$ cat config.mk
export PLATFORM = sky130hd
export DESIGN_NAME = pipe_ctrl
export DESIGN_NICKNAME = d
export VERILOG_FILES = /design/src/rtl/pipe_ctrl.sv
export SDC_FILE = /design/constraint.sdc
export NUM_CORES = 1
export LEC_CHECK = 0
export CAP_MARGIN = 20
export CORE_UTILIZATION = 33
export DETAILED_ROUTE_END_ITERATION = 10
export GPL_TIMING_DRIVEN = 0
export HOLD_SLACK_MARGIN = 0.15
export PLACE_DENSITY = 0.81
export SLEW_MARGIN = 10
export SYNTH_ARGS = -nofsm -noshare
export SYNTH_HDL_FRONTEND = slang
export SYNTH_SLANG_ARGS = --single-unit
$ cat constraint.sdc
create_clock -name clk_i -period 2.2 [get_ports clk_i]
set_input_delay 0.66 -clock clk_i [delete_from_list [all_inputs] [get_ports clk_i]]
set_output_delay 0.66 -clock clk_i [all_outputs]
set_load 0.01 [all_outputs]
$ cat src/rtl/pipe_ctrl.sv
// Pipeline hazard/stall/flush controller with debug-halt drain and trap entry.
// Optional performance counters are enabled by defining PIPE_PERF_CNT_EN.
module pipe_ctrl #(
    parameter int unsigned NSTAGES  = 5,
    parameter int unsigned EX_STAGE = 2,
    parameter int unsigned CNT_W    = 32
) (
    input  logic               clk_i,
    input  logic               reset_i,
    input  logic               data_hazard_i,
    input  logic               d_is_privileged_i,
    input  logic               em_is_csr_write_i,
    input  logic               alu_busy_i,
    input  logic               e_correct_pc_i,
    input  logic               trap_req_i,
    input  logic               halt_req_i,
    output logic [NSTAGES-1:0] stall_o,
    output logic [NSTAGES-1:0] flush_o,
    output logic               halt_ack_o,
    output logic               trap_enter_o,
    output logic [1:0]         state_o,
    output logic [CNT_W-1:0]   stall_cycles_o,
    output logic [CNT_W-1:0]   flush_cycles_o
);

    localparam int unsigned DCNT_W = $clog2(NSTAGES);

    localparam logic [1:0] ST_RUN    = 2'd0;
    localparam logic [1:0] ST_DRAIN  = 2'd1;
    localparam logic [1:0] ST_HALTED = 2'd2;
    localparam logic [1:0] ST_TRAP   = 2'd3;

    // Contiguous stage mask covering stages lo..hi inclusive.
    function automatic logic [NSTAGES-1:0] range_mask(input int unsigned lo, input int unsigned hi);
        logic [NSTAGES-1:0] m;
        m = '0;
        for (int unsigned i = 0; i < NSTAGES; i++) begin
            if (i >= lo && i <= hi) m[i] = 1'b1;
        end
        return m;
    endfunction

    localparam logic [NSTAGES-1:0] BUSY_STALL  = range_mask(0, EX_STAGE);
    localparam logic [NSTAGES-1:0] BUSY_FLUSH  = range_mask(EX_STAGE + 1, EX_STAGE + 1);
    localparam logic [NSTAGES-1:0] REDIR_FLUSH = range_mask(1, EX_STAGE);
    localparam logic [NSTAGES-1:0] HZ_STALL    = range_mask(0, 1);
    localparam logic [NSTAGES-1:0] HZ_FLUSH    = range_mask(2, 2);
    localparam logic [NSTAGES-1:0] FE_STALL    = range_mask(0, 0);
    localparam logic [NSTAGES-1:0] DEC_FLUSH   = range_mask(1, 1);
    localparam logic [NSTAGES-1:0] TRAP_FLUSH  = range_mask(1, NSTAGES - 2);

    logic [1:0]        state_q, state_nx;
    logic [DCNT_W-1:0] dcnt_q, dcnt_nx;
    logic              csr_hz;

    assign csr_hz  = d_is_privileged_i & em_is_csr_write_i;
    assign state_o = state_q;

    // Next state plus combinational stall/flush generation.
    always_comb begin
        state_nx     = state_q;
        dcnt_nx      = dcnt_q;
        stall_o      = '0;
        flush_o      = '0;
        halt_ack_o   = 1'b0;
        trap_enter_o = 1'b0;
        case (state_q)
            ST_RUN: begin
                if (alu_busy_i) begin
                    stall_o = BUSY_STALL;
                    flush_o = BUSY_FLUSH;
                end else if (e_correct_pc_i) begin
                    flush_o = REDIR_FLUSH;
                end else if (csr_hz || data_hazard_i) begin
                    stall_o = HZ_STALL;
                    flush_o = HZ_FLUSH;
                end
                if (trap_req_i && !alu_busy_i) begin
                    state_nx = ST_TRAP;
                end else if (halt_req_i) begin
                    state_nx = ST_DRAIN;
                    dcnt_nx  = DCNT_W'(NSTAGES - 1);
                end
            end
            ST_DRAIN: begin
                stall_o = FE_STALL;
                flush_o = DEC_FLUSH;
                if (alu_busy_i) begin
                    stall_o = stall_o | BUSY_STALL;
                    flush_o = flush_o | BUSY_FLUSH;
                end else begin
                    if (e_correct_pc_i) flush_o = flush_o | REDIR_FLUSH;
                    dcnt_nx = dcnt_q - DCNT_W'(1);
                    if (trap_req_i) begin
                        state_nx = ST_TRAP;
                    end else if (dcnt_q == DCNT_W'(1)) begin
                        state_nx = ST_HALTED;
                    end
                end
            end
            ST_HALTED: begin
                stall_o    = FE_STALL;
                flush_o    = DEC_FLUSH;
                halt_ack_o = 1'b1;
                if (!halt_req_i) state_nx = ST_RUN;
            end
            default: begin
                trap_enter_o = 1'b1;
                flush_o      = TRAP_FLUSH;
                state_nx     = ST_RUN;
            end
        endcase
        // Reset forces a full bubble regardless of state.
        if (reset_i) begin
            stall_o      = '0;
            flush_o      = '1;
            halt_ack_o   = 1'b0;
            trap_enter_o = 1'b0;
        end
    end

    always_ff @(posedge clk_i) begin
        if (reset_i) begin
            state_q <= ST_RUN;
            dcnt_q  <= '0;
        end else begin
            state_q <= state_nx;
            dcnt_q  <= dcnt_nx;
        end
    end

`ifdef PIPE_PERF_CNT_EN
    logic [CNT_W-1:0] stall_cnt_q, flush_cnt_q;
    logic             stall_inc, flush_inc;

    assign stall_inc = (state_q == ST_RUN) && stall_o[0] && !reset_i;
    assign flush_inc = (state_q == ST_TRAP) ||
                       ((state_q == ST_RUN || state_q == ST_DRAIN) && e_correct_pc_i && !alu_busy_i);

    // Free-running wrap-around event counters.
    always_ff @(posedge clk_i) begin
        if (reset_i) begin
            stall_cnt_q <= '0;
            flush_cnt_q <= '0;
        end else begin
            if (stall_inc) stall_cnt_q <= stall_cnt_q + CNT_W'(1);
            if (flush_inc) flush_cnt_q <= flush_cnt_q + CNT_W'(1);
        end
    end

    assign stall_cycles_o = stall_cnt_q;
    assign flush_cycles_o = flush_cnt_q;
`else
    assign stall_cycles_o = '0;
    assign flush_cycles_o = '0;
`endif

endmodule

# ---- Word-level counts from Yosys, hierarchy flattened
# Cells that the tools add are included.
dict set report totals {
  ramBits 0
  latch_bits 0
  elab_cells 49
  mem_bits_ro 0
  out_inout_bits 78
  ff_bits 5
  inputBits 9
  mem_count 0
}
dict set report op_classes {
  multipliers 0
  n_mux 28
  order_cmp 0
  shifts 0
  bitwise 1
  n_div 0
  eq_ne 9
  n_addsub 1
  reduce_logical 8
}
# op count
set op_table {}
lappend op_table {{$mux 3} 8}
lappend op_table {{$mux 2} 8}
lappend op_table {{$pmux 5 s3} 1}
lappend op_table {{$mux 5} 2}
lappend op_table {{$pmux 3 s3} 1}
lappend op_table {{$mux 4} 2}
lappend op_table {{$ne 2x2->1 const B} 4}
lappend op_table {{$reduce_and 4->1} 2}
lappend op_table {{$ne 3x3->1 const B} 2}
lappend op_table {{$pmux 2 s3} 1}
lappend op_table {{$pmux 3 s2} 1}
lappend op_table {{$mux 1} 4}
lappend op_table {{$eq 3x1->1 const B} 1}
lappend op_table {{$reduce_or 3->1} 1}
lappend op_table {{$sub 3x1->3 const B} 1}
lappend op_table {{$eq 2x1->1 const B} 1}
lappend op_table {{$eq 2x2->1 const B} 1}
lappend op_table {{$logic_not 2->1} 1}
lappend op_table {{$reduce_bool 2->1} 1}
lappend op_table {{$and 1x1->1} 1}
lappend op_table {{$logic_and 1x1->1} 1}
lappend op_table {{$logic_not 1->1} 1}
lappend op_table {{$logic_or 1x1->1} 1}

# ---- Logic depth before layout (Yosys ltp)
# Gate-level depths: netlist (run 1).
dict set report depth {
  ltp_word 7
  depth_mapped 6
  mapped_depth_nobuf 5
}

# ---- Worst setup path after synthesis (run 1)
# Ideal clock, no wire load.
dict set report synth_timing {
  path_type {reg2out}
  from {reg state_q[0] (netlist: state_o[0])}
  to {out flush_o[2]}
  path_buffers 1
  t_required_ps 1540
  setup_slack_ps 171
  stages_incl_launch_ff 6
  arrival_time_ps 1369
  cell_sequence {dfxtp_1 > inv_1 > ha_1 > buf_2 > inv_1 > o311ai_0}
}
dict set report synth_via {
  elab_chain_cells 3
  word_cells_on_any_way 5
  cone_classes {eq/ne (2); mux (2); reduce/logical (1)}
}
# item line_no
set synth_rtl {}
lappend synth_rtl {{start, declared} 52} ;# logic [1:0] state_q, state_nx;
lappend synth_rtl {{start signal, assigned} 127} ;# state_q <= state_nx;
lappend synth_rtl {{$eq 2x2->1, or another cell as far along} 67} ;# case (state_q)
lappend synth_rtl {{$pmux 5 s3 *} 67}
lappend synth_rtl {{$mux 5 *} 114} ;# if (reset_i) begin
lappend synth_rtl {{end, declared} 18} ;# output logic [NSTAGES-1:0] flush_o,
# Mark *: on every way between the ends. The rest lies on a longest branch, timed or not.

# ---- Worst setup path after layout (run 1)
dict set report layout_timing {
  from {in d_is_privileged_i}
  to {out stall_o[0]}
}
dict set report layout_via {
  elab_chain_cells 7
}
# item line_no
set layout_rtl {}
lappend layout_rtl {{start, declared} 11} ;# input logic d_is_privileged_i,
lappend layout_rtl {{$and 1x1->1} 56} ;# assign csr_hz = d_is_privileged_i & em_is_csr_write_i;
lappend layout_rtl {{$logic_or 1x1->1} 74} ;# end else if (csr_hz || data_hazard_i) begin
lappend layout_rtl {{$mux 2} 74}
lappend layout_rtl {{$mux 2} 72} ;# end else if (e_correct_pc_i) begin
lappend layout_rtl {{$mux 3} 69} ;# if (alu_busy_i) begin
lappend layout_rtl {{$pmux 3 s3} 67}
lappend layout_rtl {{$mux 5} 114}
lappend layout_rtl {{end, declared} 17} ;# output logic [NSTAGES-1:0] stall_o,
# Every way passes these cells.

==> results of run 1 <==
power by group through the flow:
stage	Sequential (uW)	Combinational [uW]	Clock [uW]
after global placement	161	718	0
after floorplan	164	518	0
after CTS	178	709	110
final	182	793	109
after detailed placement	165	725	0
after global routing	192	875	115
critical path, delay by kind of cell:
family / cells / cell delay, ns
AO/OA/AOI/OAI: 2 / 0.48
buffers and inverters: 2 / 0.31
AND/OR/NAND/NOR: 1 / 0.07
routing by layer:
layer	wire length (um)	track usage, %	vias up
met3	191	1.319	4
li1	-	-	496
met1	723	10.93	377
met5	0	0	-
met4	17	2.041	0
met2	979	18.99	51
flip-flops by register name, summed over array words and instances, names as in the netlist:
signal / count
state_o: 2
dcnt_q: 3
final timing paths:
kind	to	slack, ns	cells after the start
worst max-delay path	stall_o[0]	0.02	5
worst min-delay path	dcnt_q[1]	0.46	2
worst max register to register	state_o[0]	0.47	7
worst min register to register	dcnt_q[1]	0.46	2
layout make-up:
cell class,count,area [um2]
repair buffers,25,201.4
fillers,314,1415
multi-input cells,119,688.2
well taps,44,55.05
plain buffers,70,533.0
inverters,7,26.28
flip-flops and latches,5,107.6
clock buffers,4,26.28
timing repair:
item	in CTS	in global routing
resized for setup	50	9
buffers inserted	0	4
gates cloned	1	0
hold buffers	0	0
pin swaps	2	3
setup endpoints to repair	10	5
cell usage after synthesis, types with 2 or more instances:
master and number:
ha_1 7, nand2b_1 3, buf_4 68, buf_2 2
dfxtp_1 5, nand3_1 2, o21ai_0 2, a21oi_1 4
inv_1 7, nand3b_1 5, nand2_1 4, nor2_1 3
mux2i_1 3, nor2b_1 5
per-stage QoR:
step           area, um2  setup TNS [ns]  worst slack, ns  total power, uW  utilization [%]
2_1_floorplan       1308               0           0.1711            682.0                -
5_1_grt             1638        -0.05311         -0.03333             1182            53.65
6_report            1638               0          0.02228             1084            53.65
3_3_place_gp        1563          -6.088          -0.8821            878.4            51.19
4_1_cts             1590               0        0.0007039            996.6            52.09
3_5_place_dp        1563          -6.055          -0.8757            889.8            51.19
cell families after synthesis:
kind of cell    count (synthesis)  synth area share, %
compound gates                 15                10.82
other cells                     1               0.3526
simple gates                   28                15.88
mux                             3                2.824
fa+ha+maj                       7                8.235
buf+inv                        78                52.47
flops                           5                9.412
placed cells by master (no fill, tap or decap), drive strengths merged, types with 4 or more instances in the layout:
master	n
inv	7
buf	80
clkdlybuf4s50	7
a21oi	4
clkdlybuf4s15	4
nor2b	6
dfxtp	5
clkbuf	6
nand2	4
nand3b	5
ha	7
conb	66
==> impl_metrics.env, run 1 <==
export IMPL_status="finished, final reports clean"
export IMPL_ir_worst_vdd_v=0.0002332
export IMPL_ys_seq_elements=5
export IMPL_vias=928
export IMPL_cts_tree="yes"
export IMPL_drt_antenna_violating_nets=0
export IMPL_num_nets_final=247
export IMPL_finalClockSkew_ns=0.003934
export IMPL_start_util_pct=34.84
export IMPL_p_sw_uw=451.0
export IMPL_fin_crit_ns=2.178
export IMPL_setup_viol=0
export IMPL_period_share_pct=98.99
export IMPL_cts_sinks=5
export IMPL_finalHoldViolCount=0
export IMPL_async_flop_share_pct=0
export IMPL_hpwl_um=1563
export IMPL_min_path_type="reg2reg"
export IMPL_wire_per_inst_um=6.974
export IMPL_leakage_uw=0.0009496
export IMPL_crit_type="in2out"
export IMPL_finalMaxSlewViolations=0
export IMPL_clockRootBuffer="clkbuf_4"
export IMPL_ys_types=31
export IMPL_syn_area_um2=1064
export IMPL_drt_iter0_drc=14
export IMPL_p_int_uw=633.2
export IMPL_htree_levels=1
export IMPL_drt_first_pass_iters=6
export IMPL_grt_max_degree=11
export IMPL_core_area_um2=3053
export IMPL_end_kind="output port"
export IMPL_stdcell_count=274
export IMPL_grt_pass1_vias=677
export IMPL_grt_pass1_wl_um=2718
export IMPL_worstPathArrival_ns=1.52
export IMPL_powerDensity_nw_per_um2=662.0
export IMPL_num_rows=20
export IMPL_grt_antenna_before_repair=0
export IMPL_area_growth_pct=54.00
export IMPL_synth_area_leaders="buf_4 (48%), dfxtp_1 (9.4%), ha_1 (8.2%), nand3b_1 (3.5%), nor2b_1 (2.9%)"
export IMPL_synth_top_cell_area_share_pct=48.00
export IMPL_r2r_start="state_o[1]"
export IMPL_worstSkewPairLatency_ns=0.24
export IMPL_syn_inst=137
export IMPL_io_buffers=20
export IMPL_dpl_cell_count=266
export IMPL_slowest_stage="o311a_1"
export IMPL_viasPerCell=3.387
export IMPL_drt_total_wl_um=1911
export IMPL_combPwrFrac_pct=73.2
export IMPL_drcViolationCount=0
export IMPL_chipWidth_um=58.77
export IMPL_max_cap_viol_count=0
export IMPL_ys_seq_area_share_pct=9.412
export IMPL_yosys_area_top_type="buf_4"
export IMPL_synth_avg_cell_area_um2=7.763
export IMPL_die_h_um=58.77
export IMPL_cp_max_fo=2
export IMPL_swShare_pct=41.60
export IMPL_cts_buffers=3
export IMPL_drive_above_1_share_pct=42.61
export IMPL_synthFlopType="dfxtp_1"
export IMPL_path_clk_slew_ns=0.05
export IMPL_synth_edff_count=0
export IMPL_io_pins=87
export IMPL_whs_ns=0.4641
export IMPL_diodes=0
export IMPL_grt_overflow=0
export IMPL_start_kind="input port"
export IMPL_max_stage_delay_ns=0.31
export IMPL_hold_path_startpoint="dcnt_q[1]"
export IMPL_critPathRequiredTime_ns=1.54
export IMPL_crit_start="d_is_privileged_i"
export IMPL_grt_usage_pct=9.688
export IMPL_yosys_warnings=0
export IMPL_gp_congestion=0.7973
export IMPL_die_area_um2=3454
export IMPL_p_clk_share_pct=10.0
export IMPL_pwr_share_seq_pct=16.8
export IMPL_clock_path_buffers=2
export IMPL_clock_fmax_ghz=0.4592
export IMPL_path_cells="clkdlybuf4s15_1, a21oi_2, nor2_2, o311a_1, buf_2"
(Power assumes the default switching activity.)
==> run 2: changes to the inputs <==
--- a/config.mk
+++ b/config.mk
@@ -11,7 +11,8 @@
 export GPL_TIMING_DRIVEN = 0
 export HOLD_SLACK_MARGIN = 0.15
 export PLACE_DENSITY = 0.81
-export SLEW_MARGIN = 10
+export SLEW_MARGIN = 5
 export SYNTH_ARGS = -nofsm -noshare
 export SYNTH_HDL_FRONTEND = slang
 export SYNTH_SLANG_ARGS = --single-unit
+export TNS_END_PERCENT = 50
==> impl_metrics.env, run 2 (synthesized netlist as in run 1, its figures left out) <==
export IMPL_ff_latch_area_um2=107.6
export IMPL_grt_pass1_wl_um=2718
export IMPL_r2r_end="state_o[0]"
export IMPL_finalClockSkew_ns=0.003934
export IMPL_slowest_stage="o311a_1"
export IMPL_num_nets_final=247
export IMPL_hold_path_startpoint="dcnt_q[1]"
export IMPL_drive_above_1_share_pct=42.61
export IMPL_grt_max_degree=11
export IMPL_dp_slack_ns=-0.8757
export IMPL_die_h_um=58.77
export IMPL_finalHoldViolCount=0
export IMPL_power_uw=1082
export IMPL_grt_overflow=0
export IMPL_worstSkewPairLatency_ns=0.24
export IMPL_path_clk_slew_ns=0.05
export IMPL_grt_usage_pct=9.688
export IMPL_r2r_slack_ns=0.47
export IMPL_max_stage_delay_ns=0.31
export IMPL_htree_levels=1
export IMPL_cp_max_fo=2
export IMPL_ir_worst_vdd_v=0.0002331
export IMPL_die_area_um2=3454
export IMPL_cts_tree="yes"
export IMPL_final_common_cell="buf_4"
export IMPL_gp_congestion=0.7973
export IMPL_wire_per_inst_um=6.978
export IMPL_io_pins=87
export IMPL_clock_path_buffers=2
export IMPL_core_area_um2=3053
export IMPL_end_kind="output port"
export IMPL_diodes=0
export IMPL_chipWidth_um=58.77
export IMPL_fin_crit_ns=2.178
export IMPL_crit_type="in2out"
export IMPL_critPathRequiredTime_ns=1.54
export IMPL_fin_ws_ns=0.02228
export IMPL_largest_reg_flops=3
export IMPL_drt_antenna_violating_nets=0
export IMPL_start_util_pct=34.84
export IMPL_final_cell_mix="buf_4 (72), conb_1 (66), clkdlybuf4s50_1 (7)"
export IMPL_drt_first_pass_iters=6
export IMPL_drt_total_wl_um=1912
export IMPL_status="finished, final reports clean"
export IMPL_path_cells="clkdlybuf4s15_1, a21oi_2, nor2_2, o311a_1, buf_2"
export IMPL_drt_iter0_drc=14
export IMPL_area_growth_pct=53.88
export IMPL_rr_worst_depth=7
export IMPL_hpwl_um=1563
export IMPL_num_rows=20
export IMPL_worstPathArrival_ns=1.52
export IMPL_clockRootBuffer="clkbuf_4"
export IMPL_crit_start="d_is_privileged_i"
export IMPL_cts_buffers=3
export IMPL_r2r_start="state_o[1]"
export IMPL_grt_pass1_vias=677
export IMPL_multiInputGateArea_um2=688.2
export IMPL_grt_antenna_before_repair=0
export IMPL_powerDensity_nw_per_um2=661.0
export IMPL_start_kind="input port"
export IMPL_max_cap_viol_count=0
export IMPL_critPathCapture="stall_o[0]"
export IMPL_setup_viol=0
export IMPL_drcViolationCount=0
export IMPL_period_share_pct=98.99
export IMPL_clock_fmax_ghz=0.4592
export IMPL_top_register="dcnt_q"
export IMPL_cts_sinks=5
export IMPL_finalMaxSlewViolations=0
export IMPL_min_path_type="reg2reg"
export IMPL_vias=928
export IMPL_leakage_uw=0.0009490
export IMPL_viasPerCell=3.387
export IMPL_io_buffers=20
export IMPL_ctsHoldBuffers=0
export IMPL_fillCellCount=314
-- run 2: cell count changes in the layout (fill, tap and decap cells not counted) --
cell | previous run | this run
dlygate4sd2_1 | 2 | 3
clkdlybuf4s15_1 | 3 | 2
-- run 2: final cells by class --
class,count,area share [%]
Inverter,7,1.606
Buffer,70,32.57
Clock buffer,4,1.606
Tap cell,44,3.364
Sequential cell,5,6.575
Multi-Input combinational cell,119,42.05
Timing Repair Buffer,25,12.23
-- run 2: how the worst min path moves through the flow --
stage                      to  cells after the start
global placement    dcnt_q[1]                      2
floorplan           dcnt_q[1]                      2
finish              dcnt_q[1]                      2
CTS                 dcnt_q[1]                      2
detailed placement  dcnt_q[1]                      2
global route        dcnt_q[1]                      2
-- run 2: where the power goes --
group	switching [uW]	internal, uW
Combinational	365	425
Sequential	45.3	137
Clock	40.0	68.7
-- run 2: per-layer routing --
metal | share of wire, % | track usage [%]
met5 | 0 | 0
met4 | 0.89 | 2.041
met3 | 10 | 1.319
met2 | 51 | 18.99
met1 | 38 | 10.93
-- run 2: through the flow --
| step | hold WS, ns | util (%) | cell area, um2 | cells | TNS (ns) |
|---|---|---|---|---|---|
| after floorplan | 0.4381 | - | 1308 | 202 | 0 |
| after global placement | 0.4486 | 51.19 | 1563 | 266 | -6.088 |
| after detailed placement | 0.4580 | 51.19 | 1563 | 266 | -6.055 |
| after CTS | 0.4665 | 52.05 | 1589 | 270 | 0 |
| after global routing | 0.4859 | 53.61 | 1637 | 274 | -0.05311 |
| final | 0.4641 | 53.61 | 1637 | 274 | 0 |
-- run 2: repair_timing --
item,4_1_cts,5_1_grt
endpoints found under the setup margin,10,5
hold endpoints to repair,0,0
pin swaps,2,3
buffers inserted,0,4
gates cloned,1,0
resized for setup,49,9
-- run 2: critical path, delay by kind of cell --
| kind | cells | cell delay (ns) |
|---|---|---|
| compound gates | 2 | 0.48 |
| buf+inv | 2 | 0.31 |
| simple gates | 1 | 0.07 |
==> run 3: changes to the inputs <==
--- a/config.mk
+++ b/config.mk
@@ -8,7 +8,6 @@
 export CAP_MARGIN = 20
 export CORE_UTILIZATION = 33
 export DETAILED_ROUTE_END_ITERATION = 10
-export GPL_TIMING_DRIVEN = 0
 export HOLD_SLACK_MARGIN = 0.15
 export PLACE_DENSITY = 0.81
 export SLEW_MARGIN = 5
==> impl_metrics.env, run 3 (synthesized netlist as in run 1, its figures left out) <==
export IMPL_chipWidth_um=58.77
export IMPL_finalHoldViolCount=0
export IMPL_ff_latch_area_um2=105.1
export IMPL_clock_fmax_ghz=0.4610
export IMPL_finalClockSkew_ns=0.0007171
export IMPL_final_common_cell="conb_1"
export IMPL_grt_usage_pct=9.037
export IMPL_finalMaxSlewViolations=0
export IMPL_grt_pass1_wl_um=2415
export IMPL_power_uw=1022
export IMPL_dp_slack_ns=-0.7073
export IMPL_status="finished, final reports clean"
export IMPL_multiInputGateArea_um2=674.4
export IMPL_diodes=0
export IMPL_r2r_end="state_o[0]"
export IMPL_drt_iter0_drc=14
export IMPL_dpl_cell_count=209
export IMPL_end_kind="output port"
export IMPL_cts_buffers=3
export IMPL_fin_ws_ns=0.03091
export IMPL_cts_tree="yes"
export IMPL_grt_antenna_before_repair=0
export IMPL_r2r_start="state_o[1]"
export IMPL_start_util_pct=34.84
export IMPL_num_nets_final=188
export IMPL_clock_path_buffers=2
export IMPL_die_area_um2=3454
export IMPL_drcViolationCount=0
export IMPL_start_kind="input port"
export IMPL_setup_viol=0
export IMPL_min_path_type="reg2reg"
export IMPL_powerDensity_nw_per_um2=863.1
export IMPL_min_path_cells=2
export IMPL_grt_overflow=0
export IMPL_finalSetupTns_ns=0
export IMPL_hold_path_startpoint="dcnt_q[1]"
export IMPL_stdcell_count=215
export IMPL_fillCellCount=323
export IMPL_hpwl_um=1436
export IMPL_drt_antenna_violating_nets=0
export IMPL_critPathRequiredTime_ns=1.54
export IMPL_drt_first_pass_iters=4
export IMPL_drive_above_1_share_pct=19.88
export IMPL_hold_path_end="dcnt_q[1]"
export IMPL_rsz0062_at_grt="true"
export IMPL_drt_total_wl_um=1698
export IMPL_rr_worst_depth=7
export IMPL_leakage_uw=0.0006318
export IMPL_io_pins=87
export IMPL_grt_pass1_vias=562
export IMPL_gp_congestion=0.8323
export IMPL_path_clk_slew_ns=0.05
export IMPL_core_area_um2=3053
export IMPL_vias=760
export IMPL_fin_crit_ns=2.169
export IMPL_cts_sinks=5
export IMPL_area_growth_pct=11.29
export IMPL_top_register="dcnt_q"
export IMPL_cp_max_fo=2
export IMPL_grt_max_degree=10
export IMPL_viasPerCell=3.535
export IMPL_num_rows=20
export IMPL_io_buffers=20
export IMPL_largest_reg_flops=3
export IMPL_htree_levels=1
export IMPL_r2r_slack_ns=0.35
export IMPL_worstSkewPairLatency_ns=0.24
export IMPL_period_share_pct=98.60
export IMPL_clockRootBuffer="clkbuf_4"
export IMPL_wire_per_inst_um=7.898
export IMPL_die_h_um=58.77
export IMPL_ir_worst_vdd_v=0.0002807
export IMPL_final_cell_mix="conb_1 (66), buf_4 (15), inv_1 (7), dlygate4sd2_1 (7), ha_1 (6)"
export IMPL_max_cap_viol_count=0
export IMPL_worstPathArrival_ns=1.51
export IMPL_crit_type="in2out"
-- run 3: cell types whose count changed in the layout (fill, tap and decap cells not counted), sizes merged --
cell	delta
clkdlybuf4s15	+2
clkbuf	-2
buf	-60
clkdlybuf4s50	-3
dlygate4sd2	+4
-- run 3: routing by layer --
metal	routed length [um]	part of all wire, %	GRT usage [%]	vias to the layer above
li1	-	-	-	377
met1	681	40	11.17	336
met2	900	53	16.40	47
met3	117	6.9	1.319	0
met4	0	0	2.041	0
met5	0	0	0	-
-- run 3: worst max path at each step --
| stage | depth (start not counted) | startpoint | to |
|---|---|---|---|
| 4_1_cts | 5 | em_is_csr_write_i | stall_o[0] |
| 6_report | 5 | d_is_privileged_i | stall_o[0] |
| 5_1_grt | 5 | reset_i | flush_o[1] |
| 3_5_place_dp | 5 | alu_busy_i | stall_o[1] |
| 3_3_place_gp | 5 | d_is_privileged_i | flush_o[2] |
| 2_1_floorplan | 5 | state_o[0] | flush_o[2] |
-- run 3: what timing repair did --
| item | CTS | global route |
|---|---|---|
| hold buffers | 0 | 0 |
| pin swaps | 4 | 3 |
| gates resized for setup | 40 | 7 |
| endpoints found under the setup margin | 10 | 4 |
| buffers inserted | 2 | 0 |
| cloned | 0 | 0 |
-- run 3: layout make-up --
cell class	count	area share [%]
inverters	7	2.220
clock buffers	4	2.220
repair buffers	36	25.05
multi-input cells	119	56.98
flip-flops and latches	5	8.879
well taps	44	4.651
-- run 3: critical path, cell delays in order --
cell             delay (ns)
clkdlybuf4s15_1        0.19
a21oi_2                0.19
nor2_2                 0.06
o311a_1                0.27
buf_2                  0.14
-- run 3: where the power goes --
part	switching, uW	total (uW)	internal (uW)
clock	38.1	107	68.6
combinational	367	752	385
sequential	28.8	162	134
total	434	1020	588
-- run 3: through the flow --
step	util [%]	hold slack, ns	cell area, um2
after floorplan	-	0.4381	1308
after global placement	37.21	0.4552	1136
after detailed placement	37.21	0.4614	1136
after CTS	38.03	0.4682	1161
after global routing	38.77	0.4955	1184
final	38.77	0.4706	1184
